[src/rtl/duck_pkg.sv]
// -----------------------------------------------------------------------------
// duck_pkg
//   Shared definitions for the duck spawner slice: the spawner FSM state
//   encoding, speed/start-column limits, the LFSR feedback tap mask and a
//   speed saturation helper.
//   No ports (package).
// -----------------------------------------------------------------------------
package duck_pkg;

    typedef enum logic [2:0] {
        IDLE   = 3'd0,
        GAP    = 3'd1,
        LAUNCH = 3'd2,
        FLYING = 3'd3,
        END    = 3'd4,
        DONE   = 3'd5
    } spawn_state_e;

    localparam int unsigned SPD_MAX     = 31;
    localparam int unsigned START_X_MIN = 64;

    // Right-shifting Fibonacci form of x^16+x^14+x^13+x^11+1: the feedback
    // bit is the parity of register bits 0, 2, 3 and 5, shifted in at bit 15.
    localparam logic [15:0] LFSR_TAPS = 16'b0000_0000_0010_1101;

    // Clamp a 7-bit speed sum into 1..SPD_MAX so a flight never stalls.
    function automatic logic [4:0] sat_spd(input logic [6:0] v);
        logic [4:0] r;
        if (v > 7'(SPD_MAX)) begin
            r = 5'(SPD_MAX);
        end else if (v == 7'd0) begin
            r = 5'd1;
        end else begin
            r = v[4:0];
        end
        return r;
    endfunction

endpackage

[src/rtl/ctl_duck_spawner_if.sv]
// -----------------------------------------------------------------------------
// ctl_duck_spawner_if
//   Bundle between game logic (master) and the duck spawner (slave).
//   Signal contract: there is no valid/ready pair here. Every input pulse
//   (new_frame, round_start) is a single-cycle strobe sampled on the rising
//   clock edge; duck_hit is a level or pulse that only matters while a duck
//   is flying. Every output pulse (duck_ctl_rst, duck_shot, duck_escaped,
//   round_done) is high for exactly one clock. Flight parameters are held
//   registers that only change on the cycle after a launch.
//   Signals:
//     game -> spawner : new_frame, round_start, level[1:0], duck_hit
//     spawner -> game : duck_direction, reflections[4:0], duck_v_spd[4:0],
//                       duck_h_spd[4:0], duck_start_x[9:0], duck_ctl_rst,
//                       duck_shot, duck_escaped, ducks_left[3:0],
//                       round_active, round_done, dbg_state (FSM state)
// -----------------------------------------------------------------------------
interface ctl_duck_spawner_if;
    import duck_pkg::*;

    logic         new_frame;
    logic         round_start;
    logic [1:0]   level;
    logic         duck_hit;

    logic         duck_direction;
    logic [4:0]   reflections;
    logic [4:0]   duck_v_spd;
    logic [4:0]   duck_h_spd;
    logic [9:0]   duck_start_x;
    logic         duck_ctl_rst;
    logic         duck_shot;
    logic         duck_escaped;
    logic [3:0]   ducks_left;
    logic         round_active;
    logic         round_done;
    spawn_state_e dbg_state;

    modport master (
        output new_frame, round_start, level, duck_hit,
        input  duck_direction, reflections, duck_v_spd, duck_h_spd,
               duck_start_x, duck_ctl_rst, duck_shot, duck_escaped,
               ducks_left, round_active, round_done, dbg_state
    );

    modport slave (
        input  new_frame, round_start, level, duck_hit,
        output duck_direction, reflections, duck_v_spd, duck_h_spd,
               duck_start_x, duck_ctl_rst, duck_shot, duck_escaped,
               ducks_left, round_active, round_done, dbg_state
    );

endinterface

[src/rtl/lfsr16.sv]
// -----------------------------------------------------------------------------
// lfsr16
//   Free-running 16-bit Fibonacci LFSR, advancing every clock. Seeded on
//   reset; with a nonzero seed it never reaches the all-zero state.
//   Ports:
//     clk  in   system clock
//     rst  in   asynchronous active-high reset (loads SEED)
//     out  out  current register value [15:0]
// -----------------------------------------------------------------------------
module lfsr16
    import duck_pkg::*;
#(
    parameter logic [15:0] SEED = 16'hACE1
) (
    input  logic        clk,
    input  logic        rst,
    output logic [15:0] out
);

    logic [15:0] lfsr_q;
    logic [15:0] lfsr_d;

    always_comb begin
        lfsr_d = {^(lfsr_q & LFSR_TAPS), lfsr_q[15:1]};
    end

    always_ff @(posedge clk or posedge rst) begin
        if (rst) begin
            lfsr_q <= SEED;
        end else begin
            lfsr_q <= lfsr_d;
        end
    end

    assign out = lfsr_q;

endmodule

[src/rtl/ctl_duck_spawner.sv]
// -----------------------------------------------------------------------------
// ctl_duck_spawner
//   Launch-side controller for the duck position controller. Per round it
//   launches DUCKS_PER_ROUND ducks, each with random flight parameters drawn
//   from an LFSR, times the flight in video frames, ends it on hit or
//   escape, and separates ducks by GAP_FRAMES frames.
//   Ports:
//     clk  in   system clock
//     rst  in   asynchronous active-high reset
//     bus  slave side of ctl_duck_spawner_if (game inputs, duck outputs,
//          FSM state for observation)
// -----------------------------------------------------------------------------
module ctl_duck_spawner
    import duck_pkg::*;
#(
    parameter int unsigned DUCKS_PER_ROUND = 10,
    parameter int unsigned FLIGHT_FRAMES   = 300,
    parameter int unsigned GAP_FRAMES      = 60,
    parameter int unsigned MIN_SPD         = 3,
    parameter logic [15:0] LFSR_SEED       = 16'hACE1
) (
    input  logic              clk,
    input  logic              rst,
    ctl_duck_spawner_if.slave bus
);

    // Counters compare against "last frame" so the transition happens on
    // the edge that samples the N-th new_frame pulse.
    localparam logic [9:0] GAP_LAST    = 10'(GAP_FRAMES - 1);
    localparam logic [9:0] FLIGHT_LAST = 10'(FLIGHT_FRAMES - 1);

    spawn_state_e state_q, state_d;
    logic [9:0]   frame_ctr_q, frame_ctr_d;
    logic [3:0]   ducks_left_q, ducks_left_d;
    logic         round_active_q, round_active_d;
    logic         round_done_q, round_done_d;
    logic         direction_q, direction_d;
    logic [4:0]   reflections_q, reflections_d;
    logic [4:0]   v_spd_q, v_spd_d;
    logic [4:0]   h_spd_q, h_spd_d;
    logic [9:0]   start_x_q, start_x_d;
    logic         ctl_rst_q, ctl_rst_d;
    logic         shot_q, shot_d;
    logic         escaped_q, escaped_d;

    logic [15:0]  lfsr;
    logic         gap_expire;
    logic         flight_expire;
    logic [6:0]   spd_base;

    lfsr16 #(
        .SEED (LFSR_SEED)
    ) u_lfsr (
        .clk (clk),
        .rst (rst),
        .out (lfsr)
    );

    assign gap_expire    = bus.new_frame && (frame_ctr_q == GAP_LAST);
    assign flight_expire = bus.new_frame && (frame_ctr_q == FLIGHT_LAST);
    assign spd_base      = 7'(MIN_SPD) + {4'd0, bus.level, 1'b0};

    // State register and all datapath flops.
    always_ff @(posedge clk or posedge rst) begin
        if (rst) begin
            state_q        <= IDLE;
            frame_ctr_q    <= '0;
            ducks_left_q   <= '0;
            round_active_q <= 1'b0;
            round_done_q   <= 1'b0;
            direction_q    <= 1'b0;
            reflections_q  <= '0;
            v_spd_q        <= '0;
            h_spd_q        <= '0;
            start_x_q      <= '0;
            ctl_rst_q      <= 1'b0;
            shot_q         <= 1'b0;
            escaped_q      <= 1'b0;
        end else begin
            state_q        <= state_d;
            frame_ctr_q    <= frame_ctr_d;
            ducks_left_q   <= ducks_left_d;
            round_active_q <= round_active_d;
            round_done_q   <= round_done_d;
            direction_q    <= direction_d;
            reflections_q  <= reflections_d;
            v_spd_q        <= v_spd_d;
            h_spd_q        <= h_spd_d;
            start_x_q      <= start_x_d;
            ctl_rst_q      <= ctl_rst_d;
            shot_q         <= shot_d;
            escaped_q      <= escaped_d;
        end
    end

    // Next-state logic.
    always_comb begin
        state_d = state_q;
        case (state_q)
            IDLE:    if (bus.round_start) state_d = GAP;
            GAP:     if (gap_expire) state_d = (ducks_left_q == 4'd0) ? DONE : LAUNCH;
            LAUNCH:  state_d = FLYING;
            FLYING:  if (bus.duck_hit || flight_expire) state_d = END;
            END:     state_d = GAP;
            DONE:    state_d = IDLE;
            default: state_d = IDLE;
        endcase
    end

    // Output/datapath logic. End-of-duck and end-of-round pulses are loaded
    // on the edge that enters END/DONE, so they are high during exactly that
    // one-cycle state and drop on the way out.
    always_comb begin
        frame_ctr_d    = frame_ctr_q;
        ducks_left_d   = ducks_left_q;
        round_active_d = round_active_q;
        round_done_d   = 1'b0;
        direction_d    = direction_q;
        reflections_d  = reflections_q;
        v_spd_d        = v_spd_q;
        h_spd_d        = h_spd_q;
        start_x_d      = start_x_q;
        ctl_rst_d      = 1'b0;
        shot_d         = 1'b0;
        escaped_d      = 1'b0;

        case (state_q)
            IDLE: begin
                if (bus.round_start) begin
                    ducks_left_d   = 4'(DUCKS_PER_ROUND);
                    round_active_d = 1'b1;
                    frame_ctr_d    = '0;
                end
            end
            GAP: begin
                if (gap_expire) begin
                    frame_ctr_d  = '0;
                    round_done_d = (ducks_left_q == 4'd0);
                end else if (bus.new_frame) begin
                    frame_ctr_d = frame_ctr_q + 10'd1;
                end
            end
            LAUNCH: begin
                direction_d   = lfsr[15];
                h_spd_d       = sat_spd(spd_base + {4'd0, lfsr[2:0]});
                v_spd_d       = sat_spd(spd_base + {4'd0, lfsr[5:3]});
                start_x_d     = 10'(START_X_MIN) + {1'b0, lfsr[14:6]};
                reflections_d = 5'd1 + {2'd0, lfsr[9:7]};
                ducks_left_d  = ducks_left_q - 4'd1;
                frame_ctr_d   = '0;
            end
            FLYING: begin
                // A hit takes priority over a timeout landing on the same edge.
                if (bus.duck_hit) begin
                    shot_d        = 1'b1;
                    ctl_rst_d     = 1'b1;
                    reflections_d = '0;
                    frame_ctr_d   = '0;
                end else if (flight_expire) begin
                    escaped_d     = 1'b1;
                    ctl_rst_d     = 1'b1;
                    reflections_d = '0;
                    frame_ctr_d   = '0;
                end else if (bus.new_frame) begin
                    frame_ctr_d = frame_ctr_q + 10'd1;
                end
            end
            END: begin
                reflections_d = '0;
                frame_ctr_d   = '0;
            end
            DONE: begin
                round_active_d = 1'b0;
            end
            default: begin
                frame_ctr_d = '0;
            end
        endcase
    end

    assign bus.duck_direction = direction_q;
    assign bus.reflections    = reflections_q;
    assign bus.duck_v_spd     = v_spd_q;
    assign bus.duck_h_spd     = h_spd_q;
    assign bus.duck_start_x   = start_x_q;
    assign bus.duck_ctl_rst   = ctl_rst_q;
    assign bus.duck_shot      = shot_q;
    assign bus.duck_escaped   = escaped_q;
    assign bus.ducks_left     = ducks_left_q;
    assign bus.round_active   = round_active_q;
    assign bus.round_done     = round_done_q;
    assign bus.dbg_state      = state_q;

endmodule

[src/flat_wrapper.sv]
// flat-port wrapper written by rule: the top's interface ports become plain ports
module ctl_duck_spawner_flat import duck_pkg::*;
#(
    parameter int unsigned DUCKS_PER_ROUND = 10,
    parameter int unsigned FLIGHT_FRAMES   = 300,
    parameter int unsigned GAP_FRAMES      = 60,
    parameter int unsigned MIN_SPD         = 3,
    parameter logic [15:0] LFSR_SEED       = 16'hACE1
)
  (clk, rst, bus_new_frame, bus_round_start, bus_level, bus_duck_hit, bus_duck_direction, bus_reflections, bus_duck_v_spd, bus_duck_h_spd, bus_duck_start_x, bus_duck_ctl_rst, bus_duck_shot, bus_duck_escaped, bus_ducks_left, bus_round_active, bus_round_done, bus_dbg_state);
  ctl_duck_spawner_if bus_i ();
  input  logic clk;
  input  logic rst;
  input wire logic [$bits(bus_i.new_frame)-1:0] bus_new_frame;
  input wire logic [$bits(bus_i.round_start)-1:0] bus_round_start;
  input wire logic [$bits(bus_i.level)-1:0] bus_level;
  input wire logic [$bits(bus_i.duck_hit)-1:0] bus_duck_hit;
  output wire logic [$bits(bus_i.duck_direction)-1:0] bus_duck_direction;
  output wire logic [$bits(bus_i.reflections)-1:0] bus_reflections;
  output wire logic [$bits(bus_i.duck_v_spd)-1:0] bus_duck_v_spd;
  output wire logic [$bits(bus_i.duck_h_spd)-1:0] bus_duck_h_spd;
  output wire logic [$bits(bus_i.duck_start_x)-1:0] bus_duck_start_x;
  output wire logic [$bits(bus_i.duck_ctl_rst)-1:0] bus_duck_ctl_rst;
  output wire logic [$bits(bus_i.duck_shot)-1:0] bus_duck_shot;
  output wire logic [$bits(bus_i.duck_escaped)-1:0] bus_duck_escaped;
  output wire logic [$bits(bus_i.ducks_left)-1:0] bus_ducks_left;
  output wire logic [$bits(bus_i.round_active)-1:0] bus_round_active;
  output wire logic [$bits(bus_i.round_done)-1:0] bus_round_done;
  output wire logic [$bits(bus_i.dbg_state)-1:0] bus_dbg_state;
  assign bus_i.new_frame = bus_new_frame;
  assign bus_i.round_start = bus_round_start;
  assign bus_i.level = bus_level;
  assign bus_i.duck_hit = bus_duck_hit;
  assign bus_duck_direction = bus_i.duck_direction;
  assign bus_reflections = bus_i.reflections;
  assign bus_duck_v_spd = bus_i.duck_v_spd;
  assign bus_duck_h_spd = bus_i.duck_h_spd;
  assign bus_duck_start_x = bus_i.duck_start_x;
  assign bus_duck_ctl_rst = bus_i.duck_ctl_rst;
  assign bus_duck_shot = bus_i.duck_shot;
  assign bus_duck_escaped = bus_i.duck_escaped;
  assign bus_ducks_left = bus_i.ducks_left;
  assign bus_round_active = bus_i.round_active;
  assign bus_round_done = bus_i.round_done;
  assign bus_dbg_state = bus_i.dbg_state;
  ctl_duck_spawner #(.DUCKS_PER_ROUND(DUCKS_PER_ROUND), .FLIGHT_FRAMES(FLIGHT_FRAMES), .GAP_FRAMES(GAP_FRAMES), .MIN_SPD(MIN_SPD), .LFSR_SEED(LFSR_SEED)) u_core (.clk(clk), .rst(rst), .bus(bus_i));
endmodule
[config.mk]
export PLATFORM = sky130hd
export DESIGN_NAME = ctl_duck_spawner_flat
export DESIGN_NICKNAME = d
export VERILOG_FILES = /design/src/rtl/duck_pkg.sv /design/src/rtl/ctl_duck_spawner_if.sv /design/src/rtl/lfsr16.sv /design/src/rtl/ctl_duck_spawner.sv /design/src/flat_wrapper.sv
export SDC_FILE = /design/constraint.sdc
export NUM_CORES = 1
export LEC_CHECK = 0
export CAP_MARGIN = 0
export CORE_MARGIN = 10
export CORE_UTILIZATION = 45
export DETAILED_ROUTE_END_ITERATION = 10
export PLACE_DENSITY = 0.73
export SLEW_MARGIN = 20
export SYNTH_ARGS = -nofsm -noshare
export SYNTH_HDL_FRONTEND = slang
export SYNTH_SLANG_ARGS = --single-unit
export TNS_END_PERCENT = 20
[constraint.sdc]
create_clock -name clk -period 2.1 [get_ports clk]
set_input_delay 0.315 -clock clk [delete_from_list [all_inputs] [get_ports clk]]
set_output_delay 0.315 -clock clk [all_outputs]
set_load 0.02 [all_outputs]
Word level (Yosys, flattened, before mapping)
Index checks and enable logic that the tools add are counted.
{"block": "classes", "n_addsub": 7, "magnitude_cmp": 2, "n_eq_ne": 11, "mux": 31, "bitwise": 1, "reduce_logical": 16}
{"op": "10-bit 2-to-1 mux", "n": 5}
{"op": "10-bit case mux with 4 select lines", "n": 1}
{"op": "5-bit 2-to-1 mux", "n": 6}
{"op": "16-bit parity", "n": 1}
{"op": "3-bit case mux with 5 select lines", "n": 1}
{"op": "5-bit case mux with 3 select lines", "n": 1}
{"op": "7-bit by 3-bit adder with 7-bit output", "n": 2}
{"op": "7-bit by 5-bit > comparator with 1-bit output, second input constant", "n": 2}
{"op": "7-bit zero test", "n": 2}
{"op": "3-bit 2-to-1 mux", "n": 4}
{"op": "10-bit by 1-bit adder with 10-bit output, second input constant", "n": 1}
{"op": "7-bit by 9-bit adder with 10-bit output, first input constant", "n": 1}
{"op": "10-bit by 6-bit == test with 1-bit output, second input constant", "n": 1}
{"op": "10-bit by 9-bit == test with 1-bit output, second input constant", "n": 1}
{"op": "1-bit 2-to-1 mux", "n": 10}
{"op": "4-bit case mux with 2 select lines", "n": 1}
{"op": "2-bit AND reduction", "n": 4}
{"op": "3-bit by 2-bit == test with 1-bit output, second input constant", "n": 2}
{"op": "3-bit == test, second input constant", "n": 2}
{"op": "1-bit by 3-bit adder with 4-bit output, first input constant", "n": 1}
{"op": "2-bit by 3-bit adder with 4-bit output, first input constant", "n": 1}
{"op": "4-bit zero test", "n": 1}
{"op": "4-bit 2-to-1 mux", "n": 1}
{"op": "2-bit by 1-bit inequality test with 1-bit output, second input constant", "n": 2}
{"op": "other kinds (12)", "n": 14}
{"block": "totals", "ff_bits": 64, "in_bits": 7, "out_inout_bits": 38, "wordCells": 82}

Longest topological paths before layout
Gate-level depths: netlist of run 1.
{"block": "depth", "depth_word": 5, "depth_mapped": 7, "mapped_depth_nobuf": 7}

Cells and area by module
A second synthesis of run 1 with hierarchy kept.
{"block": "hier_totals", "hier_cells": 298, "area_unflattened_um2": 3164.3}
{"module": "ctl_duck_spawner", "instances": 1, "cells_each": 263, "area_each_um2": 2611.3, "seq_area_each_um2": 1176.1}
{"module": "lfsr16", "instances": 1, "cells_each": 35, "area_each_um2": 553.0, "seq_area_each_um2": 410.4}

Worst setup path after synthesis of run 1
OpenSTA, ideal clock, no wires.
{"block": "synth_path", "path_type": "reg-to-reg", "start": "register u_core.frame_ctr_q[7]", "end": "register u_core.frame_ctr_q[3]", "setup_ns": 0.124, "arrival_time_ns": 2.047, "required_time_ns": 1.976, "path_slack_ns": -0.071, "stages_incl_launch_ff": 7, "path_buffers": 1, "period_less_slack_ns": 2.171, "path_cell_list": "dfrtp_1 > or4b_1 > or4_4 > o311a_1 > buf_6 > and3_1 > a211o_1"}
{"block": "synth_via", "elab_chain_cells": 5, "elab_cells_between_ends": 8, "cone_classes": "2 x eq/ne; 4 x mux; 2 x reduce/logical"}
{"element": "start, declared", "line_no": "ctl_duck_spawner.sv:33", "rtl": "logic [9:0] frame_ctr_q, frame_ctr_d;"}
{"element": "start signal, assigned", "line_no": "ctl_duck_spawner.sv:81", "rtl": "frame_ctr_q <= frame_ctr_d;"}
{"element": "10-bit by 9-bit == test with 1-bit output", "line_no": "ctl_duck_spawner.sv:60", "rtl": "assign flight_expire = bus.new_frame && (frame_ctr_q == FLIGHT_LAST);"}
{"element": "1-bit logical AND", "line_no": "ctl_duck_spawner.sv:60"}
{"element": "10-bit 2-to-1 mux", "line_no": "ctl_duck_spawner.sv:159", "rtl": "end else if (flight_expire) begin"}
{"element": "10-bit 2-to-1 mux", "line_no": "ctl_duck_spawner.sv:154", "rtl": "if (bus.duck_hit) begin"}
{"element": "10-bit case mux with 4 select lines *", "line_no": "ctl_duck_spawner.sv:127", "rtl": "case (state_q)"}
Mark *: on every way between the ends. The rest lies on a longest branch, timed or not.
A chain may end at the register's enable or synchronous reset.

Worst setup path after layout of run 1
{"block": "layout_path", "start": "register u_core.frame_ctr_q[7]", "end": "register u_core.state_q[1] (netlist: u_core.bus.dbg_state[1])"}
{"block": "layout_via", "elab_chain_cells": 5, "elab_cells_between_ends": 8, "cone_classes": "4 x eq/ne; 4 x reduce/logical"}
{"element": "10-bit by 9-bit == test with 1-bit output", "line_no": "ctl_duck_spawner.sv:60"}
{"element": "1-bit logical AND", "line_no": "ctl_duck_spawner.sv:60"}
{"element": "1-bit logical OR", "line_no": "ctl_duck_spawner.sv:103", "rtl": "FLYING: if (bus.duck_hit || flight_expire) state_d = END;"}
{"element": "2-bit by 1-bit inequality test with 1-bit output (no source line)"}
{"element": "3-bit AND reduction (no source line) *"}
{"element": "end signal, assigned", "line_no": "ctl_duck_spawner.sv:80", "rtl": "state_q <= state_d;"}
{"element": "end, declared", "line_no": "ctl_duck_spawner.sv:32", "rtl": "spawn_state_e state_q, state_d;"}
Marked as above.

==> out/metrics.csv, run 1 <==
stage,metric,value,unit
clocking,cts_buffers,9,
route,drt_pass1_iterations,5,
finish,diodes,0,
clocking,cts.path.max_buffers,2,
route,wl_per_cell,14.8,µm
synth,yosysWarningCount,0,
synth,yosys_register_bits,63,
route,drt-initial-drc-count,55,
synth,synth_cells,294,
global_route,gr-total-overflow,0,
critical_path,crit_type,reg -> reg,
timing,fin_crit,2.19,ns
critical_path,worstRegToRegCells,6,
run,maxCapViolCount,0,
global_route,grt_start_max_net_pins,26,
timing,setup_viol,14,
synth,syn_avg_cell_area,10.1,µm²
finish,layout-drive-gt1-share,20.8,%
timing,finalMaxSlewViolations,0,
synth,syn_area,2980,µm²
global_route,grt_antenna_before_repair,0,
pwr,powerDensity,1090,nW/µm²
synth,ys_async_sr_fraction,100,%
finish,final_nets,393,
critical_path,cp_max_fo,4,
synth,synth_ff_type,dfrtp_1,
global_route,grt_pass1_wl,11.6,mm
worst_hold_path,hold_path_class,in -> async,
floorplan,die_h,101,µm
route,wl,6.71,mm
global_route,grt_pass1_vias,2474,
finish,fin_cells,452,
timing,rsz0062_at_grt,true,
clocking,ctsRootBufferMaster,clkbuf_8,
floorplan,dieArea,10300,µm²
clocking,cts_tree,built,
clocking,path_clk_slew,0.07,ns
placed_design,gp_congestion,0.874,
placed_design,io_buffers,43,
critical_path,endpoint_kind,flip-flop,
floorplan,coreArea,6390,µm²
clocking,hold_buffers,0,
pwr,ir_worst_vdd,646,µV
timing,fmax,0.457,GHz
run_status,outcome,"complete, but fails checks",
placed_design,dp.cells,435,
critical_path,cp_data_required_time,2.34,ns
placed_design,dpl.hpwl,4.95,mm
critical_path,crit_arrival,2.43,ns
floorplan,die_w,101,µm
timing,finClkSkew,0.00935,ns
placed_design,pre_cts_ws,-0.491,ns
timing,fin_ws,-0.0903,ns
clocking,cts.sinks,63,
critical_path,start_kind,flip-flop,
run_status,violations,negative setup slack,
finish,area_growth,34.5,%
global_route,track_usage,13.9,%
timing,hold_viol,0,
route,ant_nets,0,
synth,syn_nets,317,
synth,seq_area_frac_synth,53.3,%
pwr,p_leak,0.00183,µW
floorplan,start_util,46.6,%
route,avgViaCountPerCell,5.18,
clocking,clk_latency,0.33,ns
timing,timing.hold.ws,0.327,ns
synth,yosysUniqueCellTypes,48,
floorplan,rows,29,
synth,synth_edf_count,0,
route,vias,2341,
route,drc_errors,0,
floorplan,pin_count,45,
timing,period_share,104,%
clocking,htreeDepth,3,
-- routing by layer --
metal	GRT usage [%]	share of wire, %	vias to the layer above	routed length (µm)
met2	22.4	47	61	3190
met1	16.6	44	1107	2950
li1	-	-	1161	-
met5	0	0	-	0
met4	6.11	1.6	0	106
met3	4.63	7.0	12	472
-- registers in the layout (all words and copies together), names as in the netlist --
register and cells:
u_core.bus.duck_direction 1, u_core.bus.round_done 1, u_core.bus.duck_h_spd 5, u_core.bus.round_active 1
u_core.frame_ctr_q 10, u_core.u_lfsr.out 16, u_core.bus.duck_start_x 10, u_core.bus.dbg_state 3
u_core.bus.reflections 4, u_core.bus.duck_escaped 1, u_core.bus.duck_ctl_rst 1, u_core.bus.duck_v_spd 5
u_core.bus.ducks_left 4, u_core.bus.duck_shot 1
-- area by class of cell --
type                    instances  area (µm²)
repair buffers                 77         726
clock inverters                 3        42.5
multi-input cells             204        1340
well taps                      77        96.3
clock buffers                  13         159
inverters                      15        56.3
flip-flops and latches         63        1590
fillers                       512        2380
-- critical path, cell delays in order (launching register included) --
cell and delay (ns):
dfrtp_1 0.37, or4b_4 0.56, buf_6 0.14, or4_4 0.45, o311a_4 0.16, buf_4 0.17, o32ai_2 0.24
-- logic make-up (layout without fill, tap and decap cells) --
logic type	after synthesis	count (layout)	synth area share (%)
simple gates	110	110	17.7
buf+inv	27	108	4.50
compound gates	66	66	13.7
xor+xnor	9	9	2.65
other cells	1	1	0.126
flops	63	63	53.3
fa+ha+maj	16	16	7.23
mux	2	2	0.757
-- cell usage in the layout, fill, tap and decap left out, drive strengths merged, types with 2 or more instances in the layout --
cell type / n
xnor2: 5
a41o: 2
nand3: 8
ha: 14
a21oi: 15
nor2b: 5
dfstp: 8
nor3b: 3
or3: 5
xor2: 4
fa: 2
nor2: 14
nand3b: 3
a31oi: 2
o21ai: 29
mux2: 2
clkbuf: 13
buf: 34
inv: 15
a21o: 4
nor3: 7
and2: 2
dfrtp: 55
clkdlybuf4s50: 43
nand2: 51
o311a: 2
o21a: 2
o22ai: 2
nand4: 3
or2: 3
-- metrics by stage --
stage	cell area [µm²]	util, %	total power [µW]	TNS, ns
after global routing	4000	62.7	4640	-1.35
after floorplan	2990	-	2530	-0.0352
after CTS	3970	62.2	4360	-0.599
after detailed placement	3710	58.1	3180	-5.77
final	4000	62.7	4360	-0.816
after global placement	3710	58.1	3130	-4.70
-- Yosys cell counts, drive strengths merged (3+ instances only) --
library cell | n | share of area, %
or2 | 3 | 0.63
clkbuf | 8 | 1.3
dfrtp | 55 | 46
ha | 14 | 5.9
a21oi | 15 | 2.5
xnor2 | 5 | 1.5
nor3b | 3 | 0.76
xor2 | 4 | 1.2
nand4 | 3 | 0.63
nor2 | 14 | 1.8
buf | 4 | 1.3
nand2 | 51 | 6.4
nand3b | 3 | 0.76
inv | 15 | 1.9
nand3 | 8 | 1.3
dfstp | 8 | 7.1
o21ai | 29 | 4.9
or3 | 5 | 1.1
nor3 | 7 | 1.2
nor2b | 5 | 1.1
a21o | 4 | 1.0
-- timing repair --
item                                    CTS  global route
setup buffers                             1             0
pin swaps                                 5             2
endpoints found under the setup margin   17            17
resized for setup                        12             6
cloned                                    0             0
-- worst paths after layout --
check	start	end	slack, ns
worst max-delay path	u_core.frame_ctr_q[7]	u_core.bus.dbg_state[1]	-0.09
worst min-delay path	rst	u_core.bus.duck_v_spd[2]	0.33
worst max register to register	u_core.frame_ctr_q[7]	u_core.bus.dbg_state[1]	-0.09
worst min register to register	u_core.u_lfsr.out[11]	u_core.u_lfsr.out[10]	0.37
max in group asynchronous	rst	u_core.u_lfsr.out[15]	1.23
min in group clk	u_core.u_lfsr.out[11]	u_core.u_lfsr.out[10]	0.37
-- power by group --
group	internal [µW]	switching, µW
Sequential	1390	162
Combinational	804	938
Clock	612	453
Total	2800	1550
Note: power is estimated with default switching activity, not from simulation.
==> run 2, diff against run 1 <==
--- a/config.mk
+++ b/config.mk
@@ -9,7 +9,7 @@
 export CORE_MARGIN = 10
 export CORE_UTILIZATION = 45
 export DETAILED_ROUTE_END_ITERATION = 10
-export PLACE_DENSITY = 0.73
+export PLACE_DENSITY = 0.7
 export SLEW_MARGIN = 20
 export SYNTH_ARGS = -nofsm -noshare
 export SYNTH_HDL_FRONTEND = slang
==> constraint.sdc (replaced) <==
create_clock -name clk -period 2.7 [get_ports clk]
set_input_delay 0.405 -clock clk [delete_from_list [all_inputs] [get_ports clk]]
set_output_delay 0.405 -clock clk [all_outputs]
set_load 0.01 [all_outputs]
==> out/metrics.csv, run 2 (synthesized netlist as in run 1, its figures left out) <==
stage,metric,value,unit,change
clocking,cts.sinks,63,,unchanged
route,ant_nets,0,,unchanged
critical_path,endpoint_kind,flip-flop,,unchanged
critical_path,start_kind,flip-flop,,unchanged
timing,finClkSkew,0.00986,ns,was 0.00935 ns
placed_design,pre_cts_ws,0.167,ns,was -0.491 ns
global_route,grt.met2_usage,20.9,%,was 22.4%
route,avgViaCountPerCell,5.30,,was 5.18
critical_path,crit_path_top_delay_cell,o311ai_2,,was or4b_4
critical_path,cp_slowest_stage_delay,0.69,ns,was 0.56 ns
placed_design,dpl.hpwl,4.55,mm,was 4.95 mm
finish,layout-drive-gt1-share,12.6,%,was 20.8%
global_route,use_met3,3.81,%,was 4.63%
clocking,cts_tree,built,,unchanged
floorplan,coreArea,6390,µm²,unchanged
critical_path,cp_data_required_time,2.93,ns,was 2.34 ns
finish,final_nets,368,,was 393
finish,final_cell_mix,"dfrtp_1 (55), nand2_1 (51), clkdlybuf4s50_1 (43)",,unchanged
clocking,ctsRootBufferMaster,clkbuf_8,,unchanged
finish,layout_commonest_cell,dfrtp_1,,unchanged
finish,fin_area,3720,µm²,was 4000 µm²
timing,fmax,0.405,GHz,was 0.457 GHz
clocking,cts_setup_buffers,0,,was 1
critical_path,path_cells,or4b_1 -> or2_1 -> o311ai_2 -> o21ai_1 -> mux2_2,,was or4b_4 -> buf_6 -> or4_4 -> o311a_4 -> buf_4 -> o32ai_2
critical_path,cp_max_fo,11,,was 4
finish,area_growth,25.2,%,was 34.5%
global_route,grt_start_max_net_pins,36,,was 26
route,drt-initial-drc-count,71,,was 55
clocking,cts.path.max_buffers,2,,unchanged
critical_path,crit_arrival,2.70,ns,was 2.43 ns
clocking,hold_buffers,0,,unchanged
global_route,met1_usage,15.0,%,was 16.6%
timing,fin_ws,0.230,ns,was -0.0903 ns
floorplan,pin_count,45,,unchanged
clocking,htreeDepth,3,,unchanged
pwr,p_leak,0.00168,µW,was 0.00183 µW
global_route,grt.busiest_layer,met2,,unchanged
timing,setup_viol,0,,was 14
pwr,powerDensity,839,nW/µm²,was 1090 nW/µm²
placed_design,gp_congestion,0.895,,was 0.874
worst_hold_path,hold_path_class,reg -> reg,,was in -> async
clocking,path_clk_slew,0.07,ns,about the same
floorplan,die_w,101,µm,unchanged
global_route,grt_antenna_before_repair,0,,unchanged
timing,fin_crit,2.47,ns,was 2.19 ns
timing,period_share,91.5,%,was 104%
global_route,grt_pass1_vias,2300,,was 2474
timing,hold_viol,0,,unchanged
route,drc_errors,0,,unchanged
placed_design,place_area,3510,µm²,was 3710 µm²
route,wl,6.39,mm,was 6.71 mm
route,drt_pass1_iterations,4,,was 5
clocking,clk_latency,0.34,ns,was 0.33 ns
timing,worst_pin_slew,0.745,ns,
floorplan,die_h,101,µm,unchanged
floorplan,rows,29,,unchanged
pwr,ir_worst_vdd,593,µV,was 646 µV
clocking,cts_buffers,9,,unchanged
run,maxCapViolCount,0,,unchanged
finish,largest_reg_flops,16,,unchanged
floorplan,start_util,46.6,%,unchanged
timing,slew_headroom,50.2,%,
finish,diodes,0,,unchanged
global_route,gr-total-overflow,0,,unchanged
route,wl_per_cell,15.0,µm,was 14.8 µm
pwr,total_power,3130,µW,was 4360 µW
timing,rsz0062_at_grt,false,,was true
critical_path,crit_type,reg -> reg,,unchanged
global_route,track_usage,12.8,%,was 13.9%
clocking,cts.repair.resized,0,,was 12
run_status,outcome,finished clean,,"was complete, but fails checks"
floorplan,dieArea,10300,µm²,unchanged
global_route,grt_pass1_wl,10.6,mm,was 11.6 mm
finish,n_fill_cell,557,,was 512
placed_design,io_buffers,43,,unchanged
route,vias,2264,,was 2341
timing,finalMaxSlewViolations,0,,unchanged
==> run 2: metrics by stage <==
stage	setup TNS, ns	std cells	utilization (%)	hold slack, ns
global placement	-0.677	411	54.9	0.355
CTS	0	427	58.3	0.362
detailed placement	0	411	55.0	0.357
floorplan	0	294	-	0.354
finish	0	427	58.3	0.359
global route	0	427	58.3	0.366
==> run 2: worst paths after layout <==
check	startpoint	endpoint	slack (ns)	cells past startpoint
min in group asynchronous	rst	u_core.bus.duck_start_x[8]	0.46	2
max in group asynchronous	rst	u_core.u_lfsr.out[6]	1.56	3
setup reg to reg	u_core.frame_ctr_q[7]	u_core.frame_ctr_q[8]	0.23	5
hold / removal	u_core.u_lfsr.out[11]	u_core.u_lfsr.out[10]	0.36	0
hold reg to reg	u_core.u_lfsr.out[11]	u_core.u_lfsr.out[10]	0.36	0
setup / recovery	u_core.frame_ctr_q[7]	u_core.frame_ctr_q[8]	0.23	5
==> run 2: layout make-up <==
type / count / area, µm² / area share [%]
inverters: 15 / 56.3 / 1.51
repair buffers: 52 / 510 / 13.7
clock buffers: 10 / 128 / 3.43
clock inverters: 6 / 85.1 / 2.28
multi-input cells: 204 / 1260 / 33.9
flip-flops and latches: 63 / 1590 / 42.6
well taps: 77 / 96.3 / 2.59
==> run 2: where the power goes <==
part | leakage (µW) | switching, µW | internal, µW
logic | 0.000771 | 591 | 461
clock network | 0.000102 | 372 | 516
registers | 0.000807 | 107 | 1080
total | 0.00168 | 1070 | 2060
==> run 2: per-layer routing <==
metal | part of all wire [%] | up-vias
met5 | 0 | -
met4 | 1.7 | 0
met3 | 5.6 | 9
met2 | 48 | 41
met1 | 44 | 1105
li1 | - | 1109
==> run 2: critical path, delay by kind of cell, from the launching register on <==
kind / cells / cell delay (ns)
mux: 1 / 0.29
flops: 1 / 0.41
simple gates: 2 / 0.82
compound gates: 2 / 0.85
==> run 3, diff against run 2 <==
--- a/config.mk
+++ b/config.mk
@@ -9,7 +9,7 @@
 export CORE_MARGIN = 10
 export CORE_UTILIZATION = 45
 export DETAILED_ROUTE_END_ITERATION = 10
-export PLACE_DENSITY = 0.7
+export PLACE_DENSITY = 0.68
 export SLEW_MARGIN = 20
 export SYNTH_ARGS = -nofsm -noshare
 export SYNTH_HDL_FRONTEND = slang
==> out/metrics.csv, run 3 (synthesized netlist as in run 1, its figures left out) <==
stage,metric,value,unit,change
clocking,clk_latency,0.33,ns,was 0.34 ns
route,avgViaCountPerCell,5.23,,was 5.30
clocking,cts.path.max_buffers,2,,unchanged
placed_design,dp.cells,411,,unchanged
clocking,path_clk_slew,0.08,ns,was 0.07 ns
pwr,powerDensity,828,nW/µm²,was 839 nW/µm²
global_route,grt_start_max_net_pins,64,,was 36
finish,fin_util,58.2,%,was 58.3%
pwr,ir_worst_vdd,592,µV,was 593 µV
timing,fin_ws,0.237,ns,was 0.230 ns
route,ant_nets,0,,unchanged
placed_design,place_area,3510,µm²,unchanged
critical_path,worstRegToRegCells,5,,unchanged
finish,fin_area,3720,µm²,about the same
finish,fin_cells,427,,unchanged
floorplan,dieArea,10300,µm²,unchanged
global_route,track_usage,12.9,%,was 12.8%
route,drt_pass1_iterations,4,,unchanged
worst_hold_path,hold_path_class,reg -> reg,,unchanged
critical_path,crit_type,reg -> reg,,unchanged
timing,worst_pin_slew,0.722,ns,was 0.745 ns
timing,fin_crit,2.46,ns,was 2.47 ns
route,wl,6.40,mm,was 6.39 mm
route,wl_per_cell,15.0,µm,about the same
global_route,grt_antenna_before_repair,0,,unchanged
clocking,ctsRootBufferMaster,clkbuf_8,,unchanged
timing,finClkSkew,0.00834,ns,was 0.00986 ns
critical_path,start_kind,flip-flop,,unchanged
clocking,cts_tree,built,,unchanged
placed_design,dpl.hpwl,4.61,mm,was 4.55 mm
finish,area_growth,25.0,%,was 25.2%
floorplan,die_w,101,µm,unchanged
finish,n_fill_cell,552,,was 557
critical_path,cp_max_fo,11,,unchanged
placed_design,gp_congestion,0.847,,was 0.895
critical_path,endpoint_kind,flip-flop,,unchanged
run_status,outcome,finished clean,,unchanged
route,drc_errors,0,,unchanged
run,maxCapViolCount,0,,unchanged
global_route,gr-total-overflow,0,,unchanged
pwr,total_power,3080,µW,was 3130 µW
timing,hold_viol,0,,unchanged
finish,largest_reg_flops,16,,unchanged
finish,final_cell_mix,"dfrtp_1 (55), nand2_1 (51), clkdlybuf4s50_1 (43)",,unchanged
finish,diodes,0,,unchanged
timing,slew_headroom,51.8,%,was 50.2%
floorplan,start_util,46.6,%,unchanged
timing,fmax,0.406,GHz,was 0.405 GHz
timing,period_share,91.2,%,was 91.5%
clocking,cts.sinks,63,,unchanged
timing,finalMaxSlewViolations,0,,unchanged
clocking,htreeDepth,3,,unchanged
timing,rsz0062_at_grt,false,,unchanged
worst_hold_path,whs_path_depth,0,,unchanged
clocking,cts.repair.resized,0,,unchanged
placed_design,pre_cts_ws,0.0852,ns,was 0.167 ns
critical_path,cp_data_required_time,2.92,ns,was 2.93 ns
floorplan,rows,29,,unchanged
route,vias,2235,,was 2264
clocking,cts_setup_buffers,0,,unchanged
floorplan,die_h,101,µm,unchanged
pwr,p_leak,0.00167,µW,was 0.00168 µW
finish,layout_commonest_cell,dfrtp_1,,unchanged
placed_design,io_buffers,43,,unchanged
floorplan,pin_count,45,,unchanged
global_route,grt_pass1_wl,10.8,mm,was 10.6 mm
clocking,hold_buffers,0,,unchanged
route,drt-initial-drc-count,97,,was 71
clocking,cts_buffers,9,,unchanged
finish,final_nets,368,,unchanged
finish,layout-drive-gt1-share,12.9,%,was 12.6%
timing,setup_viol,0,,unchanged
critical_path,crit_arrival,2.68,ns,was 2.70 ns
floorplan,coreArea,6390,µm²,unchanged
global_route,grt_pass1_vias,2269,,was 2300
[run 3: cell count changes in the layout (fill, tap and decap cells not counted)]
cell        change
clkinv_2        -2
clkinv_4        +2
bufinv_16       -1
clkbuf_1        -1
clkbuf_8        +1
clkinvlp_4      +1
[run 3: layout make-up]
type	count	area, µm²	share of cell area, %
sequential	63	1590	42.7
multi-input combinational	204	1260	33.9
timing repair buffer	52	510	13.7
clock buffer	10	138	3.70
tap	77	96.3	2.59
clock inverter	6	70.1	1.88
inverter	15	56.3	1.51
[run 3: final timing paths]
kind	to	slack, ns	from
max	u_core.frame_ctr_q[8]	0.24	u_core.frame_ctr_q[3]
min	u_core.u_lfsr.out[10]	0.36	u_core.u_lfsr.out[11]
max reg2reg	u_core.frame_ctr_q[8]	0.24	u_core.frame_ctr_q[3]
min reg2reg	u_core.u_lfsr.out[10]	0.36	u_core.u_lfsr.out[11]
max in group asynchronous	u_core.u_lfsr.out[0]	1.94	rst
min in group asynchronous	u_core.bus.duck_start_x[3]	0.45	rst
[run 3: critical path, stage by stage (launching register included)]
cell and delay, ns:
dfrtp_1 0.46, or4b_1 0.51, or2_1 0.26, o311ai_2 0.67, o21ai_1 0.15, mux2_2 0.29
[run 3: layer usage]
| layer | track usage, % | share of wire, % | vias to the layer above | routed length, µm |
|---|---|---|---|---|
| li1 | - | - | 1114 | - |
| met1 | 15.7 | 43 | 1062 | 2780 |
| met2 | 20.6 | 48 | 53 | 3090 |
| met3 | 5.04 | 7.3 | 6 | 464 |
| met4 | 4.29 | 0.89 | 0 | 57 |
| met5 | 0 | 0 | - | 0 |
[run 3: power breakdown]
part | total (µW) | internal (µW) | switching (µW)
logic | 1060 | 470 | 587
clock network | 847 | 454 | 393
registers | 1170 | 1080 | 96.2
total | 3080 | 2000 | 1080
[run 3: stage by stage]
step / TNS (ns) / hold slack (ns)
after global placement: -1.83 / 0.355
final: 0 / 0.364
after global routing: 0 / 0.372
after detailed placement: 0 / 0.358
after CTS: 0 / 0.368
after floorplan: 0 / 0.354
